[config.mk]
export PLATFORM = sky130hd
export DESIGN_NAME = id_stage
export DESIGN_NICKNAME = d
export VERILOG_FILES = /design/src/rtl/alu_pkg.sv /design/src/rtl/rv32i_pkg.sv /design/src/rtl/reg_file.sv /design/src/rtl/id_stage.sv
export SDC_FILE = /design/constraint.sdc
export NUM_CORES = 2
export LEC_CHECK = 0
export BUFFER_PORTS_ARGS = -buffer_cell sky130_fd_sc_hd__buf_2
export CAP_MARGIN = 10
export CORE_MARGIN = 2
export CORE_UTILIZATION = 57
export DETAILED_ROUTE_END_ITERATION = 8
export PLACE_DENSITY_LB_ADDON = 0.2
export SYNTH_ARGS = -nofsm -noshare
export SYNTH_HDL_FRONTEND = slang
export SYNTH_SLANG_ARGS = --single-unit
[constraint.sdc]
create_clock -name clk -period 36.8 [get_ports clk]
set_clock_uncertainty 0.15 [all_clocks]
set_input_delay 7.36 -clock clk [delete_from_list [all_inputs] [get_ports clk]]
set_output_delay 7.36 -clock clk [all_outputs]
set_load 0.1 [all_outputs]
[src/rtl/alu_pkg.sv]
// ALU operation encoding shared by the decode and execute stages.
package alu_pkg;

  typedef enum logic [3:0] {
    ALU_ADD  = 4'd0,
    ALU_SUB  = 4'd1,
    ALU_SLL  = 4'd2,
    ALU_SLT  = 4'd3,
    ALU_SLTU = 4'd4,
    ALU_XOR  = 4'd5,
    ALU_SRL  = 4'd6,
    ALU_SRA  = 4'd7,
    ALU_OR   = 4'd8,
    ALU_AND  = 4'd9
  } alu_op_t;

endpackage

[src/rtl/rv32i_pkg.sv]
// RV32I encoding constants for the integer OP, OP-IMM and LUI subset.
package rv32i_pkg;
  import alu_pkg::*;

  localparam logic [6:0] OPC_OP     = 7'h33;
  localparam logic [6:0] OPC_OP_IMM = 7'h13;
  localparam logic [6:0] OPC_LUI    = 7'h37;

  localparam logic [2:0] F3_ADD  = 3'd0;
  localparam logic [2:0] F3_SLL  = 3'd1;
  localparam logic [2:0] F3_SLT  = 3'd2;
  localparam logic [2:0] F3_SLTU = 3'd3;
  localparam logic [2:0] F3_XOR  = 3'd4;
  localparam logic [2:0] F3_SR   = 3'd5;
  localparam logic [2:0] F3_OR   = 3'd6;
  localparam logic [2:0] F3_AND  = 3'd7;

  localparam logic [6:0] F7_BASE = 7'h00;
  localparam logic [6:0] F7_ALT  = 7'h20;

  // Operation selected by funct3 alone (funct7 = 0x00 variants).
  function automatic alu_op_t base_op(input logic [2:0] funct3);
    alu_op_t op;
    case (funct3)
      F3_ADD:  op = ALU_ADD;
      F3_SLL:  op = ALU_SLL;
      F3_SLT:  op = ALU_SLT;
      F3_SLTU: op = ALU_SLTU;
      F3_XOR:  op = ALU_XOR;
      F3_SR:   op = ALU_SRL;
      F3_OR:   op = ALU_OR;
      default: op = ALU_AND;
    endcase
    return op;
  endfunction

endpackage

[src/rtl/reg_file.sv]
// 32x32 architectural register file: 2 combinational reads, 1 synchronous write, x0 hardwired.
// ID_BYPASS_EN: forward same-cycle write data to matching reads.
module reg_file #(
  parameter int unsigned XLEN = 32
) (
  input  logic            clk,
  input  logic            rst,
  input  logic [4:0]      raddr_a,
  output logic [XLEN-1:0] rdata_a,
  input  logic [4:0]      raddr_b,
  output logic [XLEN-1:0] rdata_b,
  input  logic            wen,
  input  logic [4:0]      waddr,
  input  logic [XLEN-1:0] wdata
);

  logic [XLEN-1:0] regs [32];

  always_ff @(posedge clk or posedge rst) begin
    if (rst) begin
      for (int i = 0; i < 32; i++) regs[i] <= '0;
    end else if (wen && (waddr != 5'd0)) begin
      regs[waddr] <= wdata;
    end
  end

  always_comb begin
    rdata_a = (raddr_a == 5'd0) ? '0 : regs[raddr_a];
    rdata_b = (raddr_b == 5'd0) ? '0 : regs[raddr_b];
`ifdef ID_BYPASS_EN
    if (wen && (waddr != 5'd0) && (waddr == raddr_a)) rdata_a = wdata;
    if (wen && (waddr != 5'd0) && (waddr == raddr_b)) rdata_b = wdata;
`endif
  end

endmodule

[src/rtl/id_stage.sv]
// RV32I decode stage: decodes OP/OP-IMM/LUI into ALU op + operands and holds them in the ID/EX
// register. Same-cycle write-back forwarding is selected by ID_BYPASS_EN (see reg_file).
module id_stage
  import alu_pkg::*;
  import rv32i_pkg::*;
#(
  parameter int unsigned XLEN = 32
) (
  input  logic            clk,
  input  logic            rst,
  input  logic            in_valid,
  output logic            in_ready,
  input  logic [31:0]     in_instr,
  input  logic [XLEN-1:0] in_pc,
  input  logic            flush,
  input  logic            wb_en,
  input  logic [4:0]      wb_rd,
  input  logic [XLEN-1:0] wb_data,
  output logic            out_valid,
  input  logic            out_ready,
  output alu_op_t         out_op,
  output logic [XLEN-1:0] out_opr_a,
  output logic [XLEN-1:0] out_opr_b,
  output logic [4:0]      out_rd,
  output logic            out_we,
  output logic            out_illegal,
  output logic [XLEN-1:0] out_pc
);

  logic [6:0]      opcode, funct7;
  logic [2:0]      funct3;
  logic [4:0]      rd, rs1, rs2;
  logic [XLEN-1:0] rs1_val, rs2_val;

  assign opcode = in_instr[6:0];
  assign rd     = in_instr[11:7];
  assign funct3 = in_instr[14:12];
  assign rs1    = in_instr[19:15];
  assign rs2    = in_instr[24:20];
  assign funct7 = in_instr[31:25];

  reg_file #(
    .XLEN (XLEN)
  ) u_reg_file (
    .clk     (clk),
    .rst     (rst),
    .raddr_a (rs1),
    .rdata_a (rs1_val),
    .raddr_b (rs2),
    .rdata_b (rs2_val),
    .wen     (wb_en),
    .waddr   (wb_rd),
    .wdata   (wb_data)
  );

  alu_op_t         dec_op;
  logic [XLEN-1:0] dec_a, dec_b;
  logic            dec_legal, dec_we;

  always_comb begin
    dec_op    = ALU_ADD;
    dec_a     = '0;
    dec_b     = '0;
    dec_legal = 1'b0;
    case (opcode)
      OPC_OP: begin
        dec_a = rs1_val;
        // Register shifts only use the low five bits of rs2.
        dec_b = ((funct3 == F3_SLL) || (funct3 == F3_SR)) ?
                {{(XLEN-5){1'b0}}, rs2_val[4:0]} : rs2_val;
        if (funct7 == F7_BASE) begin
          dec_legal = 1'b1;
          dec_op    = base_op(funct3);
        end else if ((funct7 == F7_ALT) && (funct3 == F3_ADD)) begin
          dec_legal = 1'b1;
          dec_op    = ALU_SUB;
        end else if ((funct7 == F7_ALT) && (funct3 == F3_SR)) begin
          dec_legal = 1'b1;
          dec_op    = ALU_SRA;
        end
      end
      OPC_OP_IMM: begin
        dec_a = rs1_val;
        if (funct3 == F3_SLL) begin
          dec_b     = {{(XLEN-5){1'b0}}, rs2};
          dec_legal = (funct7 == F7_BASE);
          dec_op    = ALU_SLL;
        end else if (funct3 == F3_SR) begin
          dec_b     = {{(XLEN-5){1'b0}}, rs2};
          dec_legal = (funct7 == F7_BASE) || (funct7 == F7_ALT);
          dec_op    = (funct7 == F7_ALT) ? ALU_SRA : ALU_SRL;
        end else begin
          dec_b     = {{(XLEN-12){in_instr[31]}}, in_instr[31:20]};
          dec_legal = 1'b1;
          dec_op    = base_op(funct3);
        end
      end
      OPC_LUI: begin
        dec_legal = 1'b1;
        dec_b     = {in_instr[31:12], 12'b0};
      end
      default: ;
    endcase
    // Illegal encodings travel as a harmless ADD 0,0 with the illegal flag set.
    if (!dec_legal) begin
      dec_op = ALU_ADD;
      dec_a  = '0;
      dec_b  = '0;
    end
    dec_we = dec_legal && (rd != 5'd0);
  end

  logic accept;
  assign in_ready = !out_valid || out_ready;
  assign accept   = in_valid && in_ready;

  always_ff @(posedge clk or posedge rst) begin
    if (rst) begin
      out_valid   <= 1'b0;
      out_op      <= ALU_ADD;
      out_opr_a   <= '0;
      out_opr_b   <= '0;
      out_rd      <= '0;
      out_we      <= 1'b0;
      out_illegal <= 1'b0;
      out_pc      <= '0;
    end else begin
      if (flush)          out_valid <= 1'b0;
      else if (accept)    out_valid <= 1'b1;
      else if (out_ready) out_valid <= 1'b0;

      if (accept && !flush) begin
        out_op      <= dec_op;
        out_opr_a   <= dec_a;
        out_opr_b   <= dec_b;
        out_rd      <= dec_legal ? rd : 5'd0;
        out_we      <= dec_we;
        out_illegal <= !dec_legal;
        out_pc      <= in_pc;
      end
    end
  end

endmodule

-- Yosys cells after proc, flatten, opt, wreduce, memory -nomap -nowiden
Cells that the tools add are included.
Widths: inputs -> output; s select.
- output and inout bits: 109
- register bits: 1132
- input port bits: 107
- word-level logic and storage cells: 116
- $lt $le $gt $ge: 4
- reductions and logical operators: 21
- equality and inequality tests: 10
- bitwise gates (word level): 3
- muxes and demuxes: 38
- operator list (cell ; number):
    $bwmux 1024 ; 1
    $mux 32 ; 13
    $bmux 32 s5 ; 2
    $demux 32 s5 ; 1
    $pmux 32 s3 ; 1
    $pmux 4 s7 ; 1
    $eq 7x6->1 const B ; 3
    $pmux 4 s5 ; 1
    $ge 6x6->1 const B ; 3
    $not 5->6 ; 3
    $mux 4 ; 4
    $logic_not 5->1 ; 2
    $reduce_bool 5->1 ; 2
    $eq 3x3->1 const B ; 3
    $mux 1 ; 9
    $pmux 4 s2 ; 1
    $eq 7x5->1 const B ; 1
    $logic_and 1x1->1 ; 7
    $logic_not 7->1 ; 1
    $eq 3x2->1 const B ; 2
    $lt 6x1->1 const B ; 1
    $mux 3 ; 2
    $mux 5 ; 1
    $eq 3x1->1 const B ; 1
    6 further kinds ; 10

-- Depth between registers and ports, before layout
- word-level depth: 8
- gate-level depth with buffers: 10
- gate-level depth less buffers: 6

-- Cells and area by module
From an unflattened synthesis, not the netlist that was laid out.
- cell total of the unflattened synthesis: 4227
- area, all modules: 59463.3 sq um
- modules (own cells, without submodules) (module ; area each (sq um) ; sequential area each (sq um) ; cells each ; times used):
    reg_file ; 54651.2 ; 25624.6 ; 3797 ; 1
    id_stage ; 4812.1 ; 2702.6 ; 430 ; 1

-- Least setup slack after synthesis
Ideal clock, no wire load.
- kind: input port to output port
- start point: in out_ready
- end point: out in_ready
- buffers on the path: 0
- cell stages on the path: 1
- arrival: 8.145 ns
- data required time: 29.290 ns
- path slack: 21.145 ns
- cells stage by stage: nand2b_1
- longest elaborated chain between the ends: 1
- RTL lines (what ; RTL line ; source):
    start: declaration ; id_stage.sv:20 ; input logic out_ready,
    $logic_or 1x1->1 ; id_stage.sv:114 ; assign in_ready = !out_valid || out_ready;
    end: declaration ; id_stage.sv:12 ; output logic in_ready,
No other way between the ends.

-- Worst setup path after layout
Same ends and word-level chain as after synthesis.

==> impl_table.tex <==
\begin{tabular}{lr}
\hline
Metric & Value \\
\hline
\multicolumn{2}{l}{\textbf{Run status}} \\
\quad Run status & completed \\
\multicolumn{2}{l}{\textbf{Floorplanning}} \\
\quad Floorplan die width & 323.1 um \\
\quad Standard-cell row count & 117 \\
\quad Area of the die & roughly 0.10 mm\^{}2 \\
\quad Placeable Area & $\sim$0.10 mm\^{}2 \\
\quad Total I/O pin count & $\sim$220 \\
\quad Die height & roughly 320 um \\
\quad Initial core utilization & 0.5720 \\
\multicolumn{2}{l}{\textbf{Critical path}} \\
\quad R2r setup slk & approximately 33 ns \\
\quad Endpoint required time on the critical path & 29.29 ns \\
\quad Worst path buffer plus inverter count & 2 \\
\quad CP top delay family & buffers and inverters \\
\quad Slowest library cell on the worst path & buf\_2 \\
\quad R2R Path Start & out\_valid \\
\quad Kind of end point of the critical path & primary output \\
\quad Arrival time reported for the critical path endpoint & around 8.0 ns \\
\quad Most common cell on crit path & buf\_2 \\
\quad Worst setup path startpoint & out\_ready \\
\quad Startpoint type of the worst setup path & input port \\
\quad Number of cells traversed by the worst register-to-register path & 8 \\
\quad Cells traversed along the worst timing path & buf\_2 -> nand2b\_1 -> buf\_2 \\
\quad Crit Path Class & input port to primary output \\
\quad Biggest cell delay along the critical path & $\sim$0.45 ns \\
\quad Maximum fanout count along the critical path & 3 \\
\quad Worst reg2reg path endpoint & out\_opr\_a[19] \\
\multicolumn{2}{l}{\textbf{Finish}} \\
\quad Design area & approximately 0.064 mm\^{}2 \\
\quad Commonest non-fill, non-tap cells in the layout & 1132 x dfrtp\_1, 1030 x mux2\_2, 432 x mux4\_2 \\
\quad Fraction of layout instances using a drive strength above 1 & 0.5093 \\
\quad Synthesis-to-layout area growth & 10.05\% \\
\quad Most common library cell in the layout ignoring fill and taps & dfrtp\_1 \\
\quad Post-route core utilization & 0.6296 \\
\quad Total number of nets in the final design & 4000 \\
\multicolumn{2}{l}{\textbf{Yosys}} \\
\quad Synthesis Warnings & 0 \\
\quad Register area share after synthesis & 0.4881 \\
\quad Number of flops mapped to enable cells by yosys & 0 \\
\quad Distinct cell type count of the synthesized netlist & 62 \\
\quad Synthesized cell area & 0.05803 mm\^{}2 \\
\quad Fraction of post-synthesis cell area in the top cell type by area & 0.4881 \\
\quad Synthesized flop and latch total & between 1000 and 1500 \\
\quad Synth Flop Type & dfrtp\_1 \\
\quad Cells after Synth & 3877 \\
\quad Synth Net Count & about 4000 \\
\quad Cell taking the most area after synthesis & dfrtp\_1 \\
\quad Cell types with the largest area share after synthesis & dfrtp\_1 49\%, mux2\_2 20\%, mux4\_2 17\% \\
\quad Proportion of register bits with asynchronous set or reset after synthesis & 1.000 \\
\quad Synthesized area per cell & between 10 and 15 um\^{}2 \\
\multicolumn{2}{l}{\textbf{Pwr}} \\
\quad Leakage & between 20 and 30 nW \\
\quad Maximum ir drop on the vdd rail & roughly 0.000043 V \\
\quad Overall Power & roughly 3.6 mW \\
\quad Power per Cell Area & between 50 and 60 mW/mm\^{}2 \\
\multicolumn{2}{l}{\textbf{STA}} \\
\quad Setup TNS & 0 ns \\
\quad RSZ-0062 raised after global routing & no \\
\quad Final period demand of the worst path & $\sim$16 ns \\
\quad Number of hold violations in the final report & 0 \\
\quad Final count of pins violating max slew & 0 \\
\quad Final setup violation count & 0 \\
\quad Highest clock frequency the design can meet & between 60 and 70 MHz \\
\quad Least-Margin Pin Slew & $\sim$1.4 ns \\
\quad Max-slew headroom & 0.08898 \\
\quad Share of the clock period used by the worst path & 0.4223 \\
\multicolumn{2}{l}{\textbf{Hold path}} \\
\quad Type of the worst min-delay path & flip-flop to flip-flop \\
\quad Worst hold path endpoint & u\_reg\_file.regs[996] \\
\quad Cell count of the worst hold path & 0 \\
\quad Beginning of the worst hold path & u\_reg\_file.regs[996] \\
\multicolumn{2}{l}{\textbf{Clocking}} \\
\quad Number of sinks handled by clock tree synthesis & 1132 \\
\quad Clock edge transition at the registers on the reported setup and hold paths & 0.06 ns \\
\quad \# resized after CTS & 0 \\
\quad Setup fix buffers added after clock tree synthesis & 0 \\
\quad Hold-fix buffers, CTS & 0 \\
\quad \# H-tree levels & 3 \\
\quad CTS max path bufs & 3 \\
\quad CTS buffer count & roughly 120 \\
\quad Cell chosen for the clock root & clkbuf\_16 \\
\quad Latest clock arrival within the worst-skew pair & 0.72 ns \\
\quad TritonCTS clock tree & done \\
\multicolumn{2}{l}{\textbf{Routing}} \\
\quad Final routed wirelength across all metal layers & $\sim$180 mm \\
\quad Routed wire length per instance & between 30 and 40 um \\
\quad Detailed-route via count & between 30000 and 40000 \\
\quad Drt first-iter violations & a little over 4000 \\
\quad Final antenna-violating net count & 0 \\
\quad Via-per-instance ratio & between 7 and 8 \\
\quad Total DRC errors in the routed layout & 0 \\
\quad Number of iterations in the first detailed-routing pass & 7 \\
\multicolumn{2}{l}{\textbf{Global routing}} \\
\quad Gr usage total & 0.3470 \\
\quad Congestion Overflow GR & 0 \\
\quad Initial antenna violation count & 12 \\
\quad Vias in the first global route & 38220 \\
\quad Pin count of the biggest net entering global routing & about 180 \\
\quad Global-route wire length before repair & approximately 260 mm \\
\multicolumn{2}{l}{\textbf{Placement}} \\
\quad DPL Wire Length & around 100 mm \\
\quad Placed cell areas & approximately 0.060 mm\^{}2 \\
\quad Number of port buffers & approximately 220 \\
\quad Routability congestion estimate & between 0.8 and 0.9 \\
\multicolumn{2}{l}{\textbf{Run}} \\
\quad Max-cap violations & 0 \\
\hline
\end{tabular}
-- worst max-delay path by stage --
stage / endpoint / cells after the start
final: in_ready / 3
after detailed placement: in_ready / 3
after global routing: in_ready / 3
after global placement: in_ready / 3
after floorplan: out_illegal / 1
after CTS: in_ready / 3
-- worst register-to-register path: stages (launching register included) --
cell and delay [ns]:
dfrtp_1 0.38, nand2b_1 0.13, nand3b_1 0.09, buf_4 0.36
nor4_4 0.93, a31o_4 0.25, and2_2 0.67, buf_4 0.53
a32o_1 0.28
-- sequential cells by signal, indices dropped and copies added (netlist names) --
register / count
out_pc: 32
u_reg_file.regs: 1024
out_rd: 5
out_illegal: 1
out_valid: 1
out_opr_a: 32
out_op: 4
out_opr_b: 32
out_we: 1
-- stage by stage --
stage | hold WS, ns | setup WS [ns] | cells
after floorplan | 0.2913 | 13.67 | 3877
final | 0.2498 | 21.26 | 5364
after detailed placement | 0.2340 | 21.25 | 5141
after CTS | 0.2478 | 21.25 | 5362
after global placement | 0.2267 | 21.24 | 5141
after global routing | 0.2548 | 21.21 | 5362
-- synthesized netlist by cell type (all sizes together), types with 20 or more instances --
library cell / count
nand2: 43
a32o: 20
dfrtp: 1132
o22ai: 83
buf: 203
a221oi: 62
mux2: 1030
mux2i: 210
nand3: 36
o21ai: 68
nor2: 69
a22oi: 125
clkbuf: 216
mux4: 432
-- cell type report --
type | count | area, um^2
clock buffers | 172 | 3476
fillers | 7584 | 37580
inverters | 5 | 22.52
multi-input cells | 2321 | 27910
flip-flops and latches | 1132 | 28330
diodes | 2 | 5.005
clock inverters | 49 | 519.2
well taps | 1368 | 1712
repair buffers | 315 | 1899
-- per-layer routing --
metal	share of wire	global-route usage	up-vias
li1	-	-	15090
met1	0.41	0.5005	20560
met2	0.46	0.5237	1974
met4	0.033	0.1141	12
met5	0.00050	0	-
met3	0.098	0.08239	378
-- power breakdown --
| part | leakage (nW) | switching (mW) | internal [mW] | total (mW) |
|---|---|---|---|---|
| clock network | 1.99 | 0.518 | 0.710 | 1.23 |
| logic | 11.5 | 0.312 | 0.381 | 0.692 |
| registers | 14.6 | 0.163 | 1.47 | 1.63 |
| total | 28.1 | 0.994 | 2.56 | 3.55 |
-- logic make-up (layout without fill, tap and decap cells) --
logic type | after synthesis | count (layout) | share of synthesized area
AOI/OAI and AO/OA | 406 | 406 | 0.05056
xor gates and xnor gates | 1 | 1 | 0.0001509
buffers and inverters | 424 | 541 | 0.03456
DFF | 1132 | 1132 | 0.4881
muxes | 1672 | 1672 | 0.4037
other | 0 | 2 | 0
and+or+nand+nor | 242 | 242 | 0.02288
Note: power is estimated with default switching activity, not from simulation.
